==> src/rtl/magic_pkg.sv <==
// Shared types and sizing helpers for the MAGIC NOR in-memory logic engine.
package magic_pkg;

  typedef enum logic [1:0] {
    OP_HALT  = 2'b00,
    OP_INIT1 = 2'b01,
    OP_INV   = 2'b10,
    OP_NOR2  = 2'b11
  } op_e;

  typedef enum logic [1:0] {
    S_IDLE,
    S_LOAD,
    S_EXEC,
    S_DONE
  } state_e;

  localparam int DEF_CELL_W = 6;

  typedef struct packed {
    op_e                   op;
    logic [DEF_CELL_W-1:0] dst;
    logic [DEF_CELL_W-1:0] src_a;
    logic [DEF_CELL_W-1:0] src_b;
  } instr_t;

  function automatic int cell_w(input int n);
    return $clog2(n);
  endfunction

  function automatic int instr_w(input int cw);
    return 2 + 3 * cw;
  endfunction

endpackage

==> src/rtl/magic_prog_mem.sv <==
// Program store: flop array, one write port, async read, resets to HALT.
module magic_prog_mem #(
  parameter int DEPTH = 128,
  parameter int AW    = 7,
  parameter int DW    = 20
) (
  input  logic          clk,
  input  logic          rst_n,
  input  logic          we,
  input  logic [AW-1:0] waddr,
  input  logic [DW-1:0] wdata,
  input  logic [AW-1:0] raddr,
  output logic [DW-1:0] rdata
);

  logic [DW-1:0] mem_q [DEPTH];

  always_ff @(posedge clk or negedge rst_n) begin
    if (!rst_n) begin
      for (int i = 0; i < DEPTH; i++) mem_q[i] <= '0;
    end else if (we) begin
      mem_q[waddr] <= wdata;
    end
  end

  assign rdata = mem_q[raddr];

endmodule

==> src/rtl/magic_nor_engine.sv <==
// MAGIC NOR engine: cell row, sequencer FSM and run counters around
// the program store; one instruction per cycle until HALT or end of memory.
module magic_nor_engine
  import magic_pkg::*;
#(
  parameter int NUM_IN     = 10,
  parameter int NUM_CELLS  = 64,
  parameter int PROG_DEPTH = 128,
  localparam int CELL_W  = cell_w(NUM_CELLS),
  localparam int PC_W    = $clog2(PROG_DEPTH),
  localparam int INSTR_W = instr_w(CELL_W)
) (
  input  logic               clk,
  input  logic               rst_n,
  input  logic               prog_we,
  input  logic [PC_W-1:0]    prog_addr,
  input  logic [INSTR_W-1:0] prog_wdata,
  output logic               prog_ready,
  input  logic               in_valid,
  input  logic [NUM_IN-1:0]  in_data,
  output logic               in_ready,
  output logic               res_valid,
  input  logic               res_ready,
  output logic               res_z,
  output logic               res_err,
  output logic [PC_W:0]      res_cycles
);

  localparam logic [CELL_W:0]  NCELLS  = (CELL_W+1)'(NUM_CELLS);
  localparam logic [PC_W-1:0]  PC_LAST = PC_W'(PROG_DEPTH - 1);

  state_e                 state_q, state_d;
  logic [PC_W-1:0]        pc_q, pc_d;
  logic [PC_W:0]          cyc_q, cyc_d;
  logic [NUM_CELLS-1:0]   cell_q, cell_d;
  logic                   z_q, z_d;
  logic                   err_q, err_d;

  logic [INSTR_W-1:0]     instr;
  op_e                    op;
  logic [CELL_W-1:0]      dst, src_a, src_b;
  logic                   idle, wr_en, wr_val;
  logic                   v_dst, v_a, v_b;

  magic_prog_mem #(
    .DEPTH (PROG_DEPTH),
    .AW    (PC_W),
    .DW    (INSTR_W)
  ) u_prog (
    .clk   (clk),
    .rst_n (rst_n),
    .we    (prog_we && idle),
    .waddr (prog_addr),
    .wdata (prog_wdata),
    .raddr (pc_q),
    .rdata (instr)
  );

  function automatic logic rd(
    input logic [NUM_CELLS-1:0] row,
    input logic [CELL_W-1:0]    idx
  );
    return ({1'b0, idx} < NCELLS) ? row[idx] : 1'b0;
  endfunction

  assign op    = op_e'(instr[INSTR_W-1 -: 2]);
  assign dst   = instr[3*CELL_W-1 -: CELL_W];
  assign src_a = instr[2*CELL_W-1 -: CELL_W];
  assign src_b = instr[CELL_W-1:0];

  // all reads take the pre-update row, so src==dst sees the old value
  assign v_dst = rd(cell_q, dst);
  assign v_a   = rd(cell_q, src_a);
  assign v_b   = rd(cell_q, src_b);

  always_comb begin
    state_d = state_q;
    pc_d    = pc_q;
    cyc_d   = cyc_q;
    cell_d  = cell_q;
    z_d     = z_q;
    err_d   = err_q;
    wr_en   = 1'b0;
    wr_val  = 1'b0;
    unique case (state_q)
      S_IDLE: begin
        // vector captured at the handshake so the source may move on
        if (in_valid) begin
          cell_d                = '1;
          cell_d[NUM_IN-1:0]    = in_data;
          state_d               = S_LOAD;
        end
      end
      S_LOAD: begin
        pc_d    = '0;
        cyc_d   = '0;
        state_d = S_EXEC;
      end
      S_EXEC: begin
        cyc_d = cyc_q + (PC_W+1)'(1);
        unique case (1'b1)
          (op == OP_HALT): begin
            z_d     = v_a;
            err_d   = 1'b0;
            state_d = S_DONE;
          end
          (op == OP_INIT1): begin
            wr_en  = 1'b1;
            wr_val = 1'b1;
          end
          (op == OP_INV): begin
            wr_en  = 1'b1;
            wr_val = v_dst & ~v_a;
          end
          (op == OP_NOR2): begin
            wr_en  = 1'b1;
            wr_val = v_dst & ~(v_a | v_b);
          end
          default: ;
        endcase
        if (op != OP_HALT) begin
          if (pc_q == PC_LAST) begin
            z_d     = 1'b0;
            err_d   = 1'b1;
            state_d = S_DONE;
          end else begin
            pc_d = pc_q + PC_W'(1);
          end
        end
        if (wr_en && ({1'b0, dst} < NCELLS)) cell_d[dst] = wr_val;
      end
      S_DONE: begin
        if (res_ready) state_d = S_IDLE;
      end
      default: state_d = S_IDLE;
    endcase
  end

  always_ff @(posedge clk or negedge rst_n) begin
    if (!rst_n) begin
      state_q <= S_IDLE;
      pc_q    <= '0;
      cyc_q   <= '0;
      cell_q  <= '0;
      z_q     <= 1'b0;
      err_q   <= 1'b0;
    end else begin
      state_q <= state_d;
      pc_q    <= pc_d;
      cyc_q   <= cyc_d;
      cell_q  <= cell_d;
      z_q     <= z_d;
      err_q   <= err_d;
    end
  end

  assign idle       = (state_q == S_IDLE);
  assign in_ready   = idle;
  assign prog_ready = idle;
  assign res_valid  = (state_q == S_DONE);
  assign res_z      = z_q;
  assign res_err    = err_q;
  assign res_cycles = cyc_q;

endmodule

==> config.mk <==
export PLATFORM = sky130hd
export DESIGN_NAME = magic_nor_engine
export DESIGN_NICKNAME = d
export VERILOG_FILES = /design/src/rtl/magic_pkg.sv /design/src/rtl/magic_prog_mem.sv /design/src/rtl/magic_nor_engine.sv
export SDC_FILE = /design/constraint.sdc
export NUM_CORES = 2
export LEC_CHECK = 0
export CAP_MARGIN = 15
export CORE_UTILIZATION = 55
export CTS_BUF_LIST = sky130_fd_sc_hd__clkbuf_8
export CTS_CLUSTER_SIZE = 20
export DETAILED_ROUTE_END_ITERATION = 10
export GPL_TIMING_DRIVEN = 0
export PLACE_DENSITY = 0.73
export SLEW_MARGIN = 30
export SYNTH_ARGS = -nofsm -noshare
export SYNTH_HDL_FRONTEND = slang
export SYNTH_HIERARCHICAL = 1
export SYNTH_SLANG_ARGS = --single-unit
==> constraint.sdc <==
create_clock -name clk -period 4.7 [get_ports clk]
set_input_delay 0.94 -clock clk [delete_from_list [all_inputs] [get_ports clk]]
set_output_delay 0.94 -clock clk [all_outputs]
set_load 0.05 [all_outputs]
After elaboration in Yosys (flattened, before gate mapping)
Index checks and enable logic that the tools add are counted.
{ "totals": {"ff_bits": 2643, "latch_bits": 0, "mem_bits_rw": 0, "rom_bits": 0, "inputBits": 42, "out_inout_bits": 13, "wordCells": 212, "mem_count": 0} }
{ "classes": {"add_sub_neg": 2, "mul": 0, "n_div": 0, "n_lt_le_gt_ge": 7, "eq_ne": 12, "shifts": 0, "muxes": 38, "bitwise": 7, "n_reduce_logical": 12} }
{ "ops": {"columns": ["cell", "n"], "rows": [
  ["bitwise mux 2560 bit", 1],
  ["binary-select mux 20 bit (select 7 bit)", 1],
  ["demux 20 bit (select 7 bit)", 1],
  ["two-way mux 64 bit", 2],
  ["one-hot mux 64 bit (2 select lines)", 1],
  ["bitwise mux 64 bit", 1],
  ["two-way mux 20 bit", 3],
  ["< comparator 6 x 7 -> 1 bit, second input constant", 3],
  ["binary-select mux 1 bit (select 6 bit)", 3],
  ["greater-or-equal comparator 8 bit, second input constant", 2],
  ["inverter 7 -> 8 bit", 2],
  ["one-hot mux 8 bit (2 select lines)", 1],
  ["two-way mux 7 bit", 2],
  ["one-hot mux 7 bit (2 select lines)", 1],
  ["two-way mux 1 bit", 13],
  ["two-way mux 2 bit", 5],
  ["adder 8 x 1 -> 8 bit, second input constant", 1],
  ["equality test 2 bit, second input constant", 4],
  ["< comparator 8 x 1 -> 1 bit, second input constant", 1],
  ["!= test 2 bit, second input constant", 4],
  ["one-hot mux 2 bit (4 select lines)", 1],
  ["adder 7 x 1 -> 7 bit, second input constant", 1],
  ["equality test 7 bit, second input constant", 1],
  ["demux 1 bit (select 6 bit)", 1],
  ["other kinds (13)", 22]
]} }

Logic depth before layout (Yosys ltp)
{ "depth": {"depth_word": 14, "depth_mapped": 18, "depth_no_buf": 11} }

By module
The synthesis kept the hierarchy.
{ "by_module_without_submodules": {"columns": ["module", "instances", "cells_each", "area_per_inst_um2", "seq_area_each_um2"], "rows": [
  ["magic_prog_mem", 1, 6891, 115639.7, 64061.4],
  ["magic_nor_engine", 1, 651, 5929.4, 2077.0]
]} }

Worst setup path before layout
OpenSTA, ideal clock, no wires.
{ "synth_timing": {"path_kind": "reg2reg", "from": "register pc_q[2]", "to": "register cell_q[59]", "setup_ps": 82, "arrival_time_ps": 4846, "t_required_ps": 4618, "slack_ps": -228, "path_stages_with_launch": 18, "path_buffers": 6, "synth_period_minus_slack_ps": 4928, "path_cell_list": "dfrtp_1 clkbuf_1 clkbuf_1 clkbuf_1 mux4_2 mux4_2 mux4_2 mux2_2 buf_2 buf_6 mux4_2 mux2_2 o221ai_1 o22ai_1 nor4_4 nand2_4 buf_2 a31oi_1"} }
{ "synth_via": {"elab_chain_cells": 14, "word_cells_on_any_way": 33, "classes_between": "order compare: 2; eq/ne: 4; mux: 18; bitwise: 6; reduce/logical: 3"} }
{ "synth_lines": {"columns": ["item", "line_no", "text"], "rows": [
  ["start, declared", "magic_nor_engine.sv:33", "logic [PC_W-1:0] pc_q, pc_d;"],
  ["start signal, assigned", "magic_nor_engine.sv:149", "pc_q <= pc_d;"],
  ["inverter 7 -> 8 bit (not written as such) *", "magic_prog_mem.sv:26", "assign rdata = mem_q[raddr];"],
  ["binary-select mux 20 bit (select 7 bit) *", "magic_prog_mem.sv:26", null],
  ["two-way mux 20 bit (not written as such) * (2 in series)", "magic_prog_mem.sv:26", null],
  ["via instr[7]", "magic_nor_engine.sv:39", "logic [INSTR_W-1:0] instr;"],
  ["binary-select mux 1 bit (select 6 bit) *", "magic_nor_engine.sv:63", "return ({1'b0, idx} < NCELLS) ? row[idx] : 1'b0;"],
  ["two-way mux 1 bit (not written as such) *", "magic_nor_engine.sv:63", null],
  ["bitwise OR 1 bit", "magic_nor_engine.sv:117", "wr_val = v_dst & ~(v_a | v_b);"],
  ["inverter 1 bit", "magic_nor_engine.sv:117", null],
  ["AND 1 bit", "magic_nor_engine.sv:117", null],
  ["one-hot mux 1 bit (3 select lines) *", "magic_nor_engine.sv:101", "unique case (1'b1)"],
  ["two-way mux 1 bit *", "magic_nor_engine.sv:85", "unique case (state_q)"],
  ["bitwise mux 64 bit *", "magic_nor_engine.sv:130", "if (wr_en && ({1'b0, dst} < NCELLS)) cell_d[dst] = wr_val;"],
  ["two-way mux 64 bit *", "magic_nor_engine.sv:130", null],
  ["one-hot mux 64 bit (2 select lines) *", "magic_nor_engine.sv:85", null],
  ["end signal, assigned", "magic_nor_engine.sv:151", "cell_q <= cell_d;"],
  ["end, declared", "magic_nor_engine.sv:35", "logic [NUM_CELLS-1:0] cell_q, cell_d;"]
]} }
The timed path passes the listed nets; every way through them passes the cells marked *. The select of a mux whose other input is x is not followed.
A chain may end at the register's enable or synchronous reset.

Worst setup path after layout
{ "layout_timing": {"from": "register pc_q[0]", "to": "register cell_q[60]"} }
Same word-level chain as after synthesis.

==> flow_summary.json <==
{
  "status": "finished, violations left",
  "violations": "negative setup slack",
  "routed_via_density": 6.49,
  "period_needed_ns": 5.60,
  "met2_length_um": 177000,
  "r2r-start": "pc_q[0]",
  "cp_max_fo": 10,
  "power_density_mw_per_mm2": 401,
  "portBuffers": 33,
  "setup_violations": 75,
  "grt_max_degree": 142,
  "gr-total-overflow": 0,
  "drv_slew": 0,
  "dieWidth_um": 472,
  "worst-endpoint-required_ns": 5.69,
  "p_leak_nw": 65.5,
  "drc_errors": 0,
  "clock_path_buffers": 4,
  "maxUsedRoutingLayer": "met5",
  "synth_edf_count": 0,
  "wire_per_inst_um": 33.9,
  "drive_gt1_frac": 0.537,
  "wl_um": 391000,
  "critPathArrivalTime_ns": 6.59,
  "yosys.area.top_type": "dfrtp_1",
  "cts_tree": "yes",
  "place_congestion": 0.989,
  "final_common_cell": "dfrtp_1",
  "grt_antenna_before_repair": 57,
  "tightest_slew_ns": 1.11,
  "die-area_mm2": 0.223,
  "cp-start-kind": "register",
  "slew_headroom": 0.263,
  "ys.flop_type": "dfrtp_1",
  "via_count": 74800,
  "synth.distinct_cells": 52,
  "grt_usage": 0.354,
  "synth-seq-area-share": 0.544,
  "synth_top_area_share": 0.544,
  "syn_nets": 7590,
  "grt_pass1_vias": 76700,
  "reg2reg_slack_ns": -0.90,
  "dr.first_iter.drc_count": 7689,
  "dp_slack_ns": -2.35,
  "fin_nets": 8246,
  "syn_to_final_growth_pct": 14.5,
  "std_cell_rows": 172,
  "fp.dieH_um": 472,
  "peakVddDrop_uv": 318,
  "reg2reg_to": "cell_q[60]",
  "rsz0062_at_grt": "yes",
  "initial_utilization": 0.553,
  "holdWs_ns": 0.483,
  "wl_met1_um": 151000,
  "nFillCells": 15800,
  "layout_common_cells": "2641 x dfrtp_1, 2585 x mux2_2, 877 x mux4_2",
  "hpwl_um": 281000,
  "yosys_warnings": 6,
  "core_area_mm2": 0.220,
  "grt_pass1_wl_um": 556000,
  "cap_violations": 0,
  "drt-pass1-iter-count": 8,
  "synth.area.top_cells": "dfrtp_1 54%, mux2_2 24%, mux4_2 16%",
  "finalHoldViolCount": 0,
  "h-tree-depth": 5,
  "avgSynthCellArea_um2": 16.1,
  "fin_skew_ns": 0.114,
  "clk_pin_slew_ns": 0.07,
  "cts_made_buffers": 446,
  "timing_worst_setup_path_type": "reg2reg",
  "endpoint_kind": "register",
  "cts.sinks": 2643,
  "met3WireLength_um": 38400,
  "root_buffer": "clkbuf_8",
  "insertion_delay_ns": 1.17,
  "netlist_area_mm2": 0.122,
  "period_share": 1.19,
  "synthArstFlopShare": 1.00,
  "clock.fmax_mhz": 178,
  "ys_seq_elements": 2643,
  "reg2reg_depth": 18,
  "setup_slack_ns": -0.902,
  "postSynthCellCount": 7542,
  "boundaryPins": 55,
  "ant_nets": 0,
  "hold_class": "in2async"
}
[worst max-delay path, cell delays in order (launching register included)]
cell and delay, ns:
dfrtp_2 0.42, buf_12 0.20, buf_4 0.16, buf_12 0.17
buf_12 0.17, mux4_2 0.50, mux4_2 0.63, mux4_2 0.58
mux2_4 0.37, buf_12 0.18, mux4_2 0.46, mux2i_4 0.24
a22o_1 0.20, o22ai_2 0.11, nor4_4 0.38, buf_4 0.21
nand2_4 0.10, buf_8 0.16, a31oi_4 0.14
[layer usage]
metal	up-vias	global-route usage
met5	-	0
met4	28	0.197
met3	958	0.0998
met2	3487	0.521
met1	40600	0.476
li1	29700	-
[worst max path at each step]
stage                     startpoint            endpoint  slack [ns]  cells after the start
after floorplan              pc_q[1]          cell_q[59]       0.007                     16
after global placement         rst_n  u_prog/mem_q[1009]     -112.41                      1
after detailed placement     pc_q[2]           cell_q[6]       -2.35                     17
after CTS                    pc_q[0]          cell_q[60]       -0.77                     18
after global routing         pc_q[0]           cell_q[7]       -0.87                     17
final                        pc_q[0]          cell_q[60]       -0.90                     18
[sequential cells by signal, indices dropped and copies added (netlist names)]
| signal | flops |
|---|---|
| res_cycles | 8 |
| res_z | 1 |
| u_prog/mem_q | 2560 |
| cell_q | 64 |
| pc_q | 7 |
| state_q | 2 |
| res_err | 1 |
[synth_stat cells (12+ instances only)]
master	n
mux2i_1	12
mux2_2	2594
nor2b_1	19
clkbuf_1	608
a21oi_1	90
buf_1	108
mux4_2	877
a31oi_1	47
o21ai_0	82
buf_2	76
nor3_1	29
nor2_1	86
dfrtp_1	2643
nand2b_1	16
nand3_1	23
nand2_1	113
inv_1	15
[stage by stage]
step | power [mW] | utilization | instance area [µm²] | setup TNS, ns | std cells
6_report | 55.8 | 0.633 | 139000 | -53.81 | 11500
3_5_place_dp | 34.8 | 0.581 | 128000 | -294.11 | 10600
4_1_cts | 55.6 | 0.628 | 138000 | -45.78 | 11400
2_1_floorplan | 31.3 | - | 122000 | 0 | 7542
3_3_place_gp | 34.4 | 0.574 | 126000 | - | 10500
5_1_grt | 57.8 | 0.633 | 139000 | -52.53 | 11500
[repair_timing]
item                                    in CTS  in global routing
gates cloned                                 9                  6
endpoints found under the setup margin      84                218
gates resized for setup                    287                 79
hold buffers                                 2                  0
endpoints found under the hold margin       71                  0
buffers inserted                            48                 65
pin swaps                                   21                 10
[cell families (layout without fill, tap and decap cells)]
logic type               count (synthesis)  after routing  share of synthesized area
multiplexers                          3483           3483                      0.404
flip-flops                            2643           2643                      0.544
buffers and inverters                  811           1791                     0.0260
AND/OR/NAND/NOR                        338            339                     0.0133
AO/OA/AOI/OAI                          255            255                     0.0119
adder cells (fa/ha/maj)                  6              6                   0.000618
XOR/XNOR                                 6              6                   0.000432
other                                    0             33                          0
[power breakdown]
part           leakage [nW]  internal [mW]  switching (mW)
combinational          24.1           4.79            5.46
clock                  5.13           10.9            9.27
sequential             36.3           24.5           0.929
total                  65.5           40.2            15.7
[area by class of cell]
class	instances	area (µm²)	area share
inverter	15	56.3	0.000405
antenna	33	82.6	0.000593
sequential	2643	66100	0.475
tap	2958	3700	0.0266
clock buffer	564	7760	0.0558
multi-input combinational	4089	52800	0.380
timing repair buffer	218	3090	0.0222
buffer	785	4510	0.0324
clock inverter	209	970	0.00697
Power figures use the tool's default switching activity.
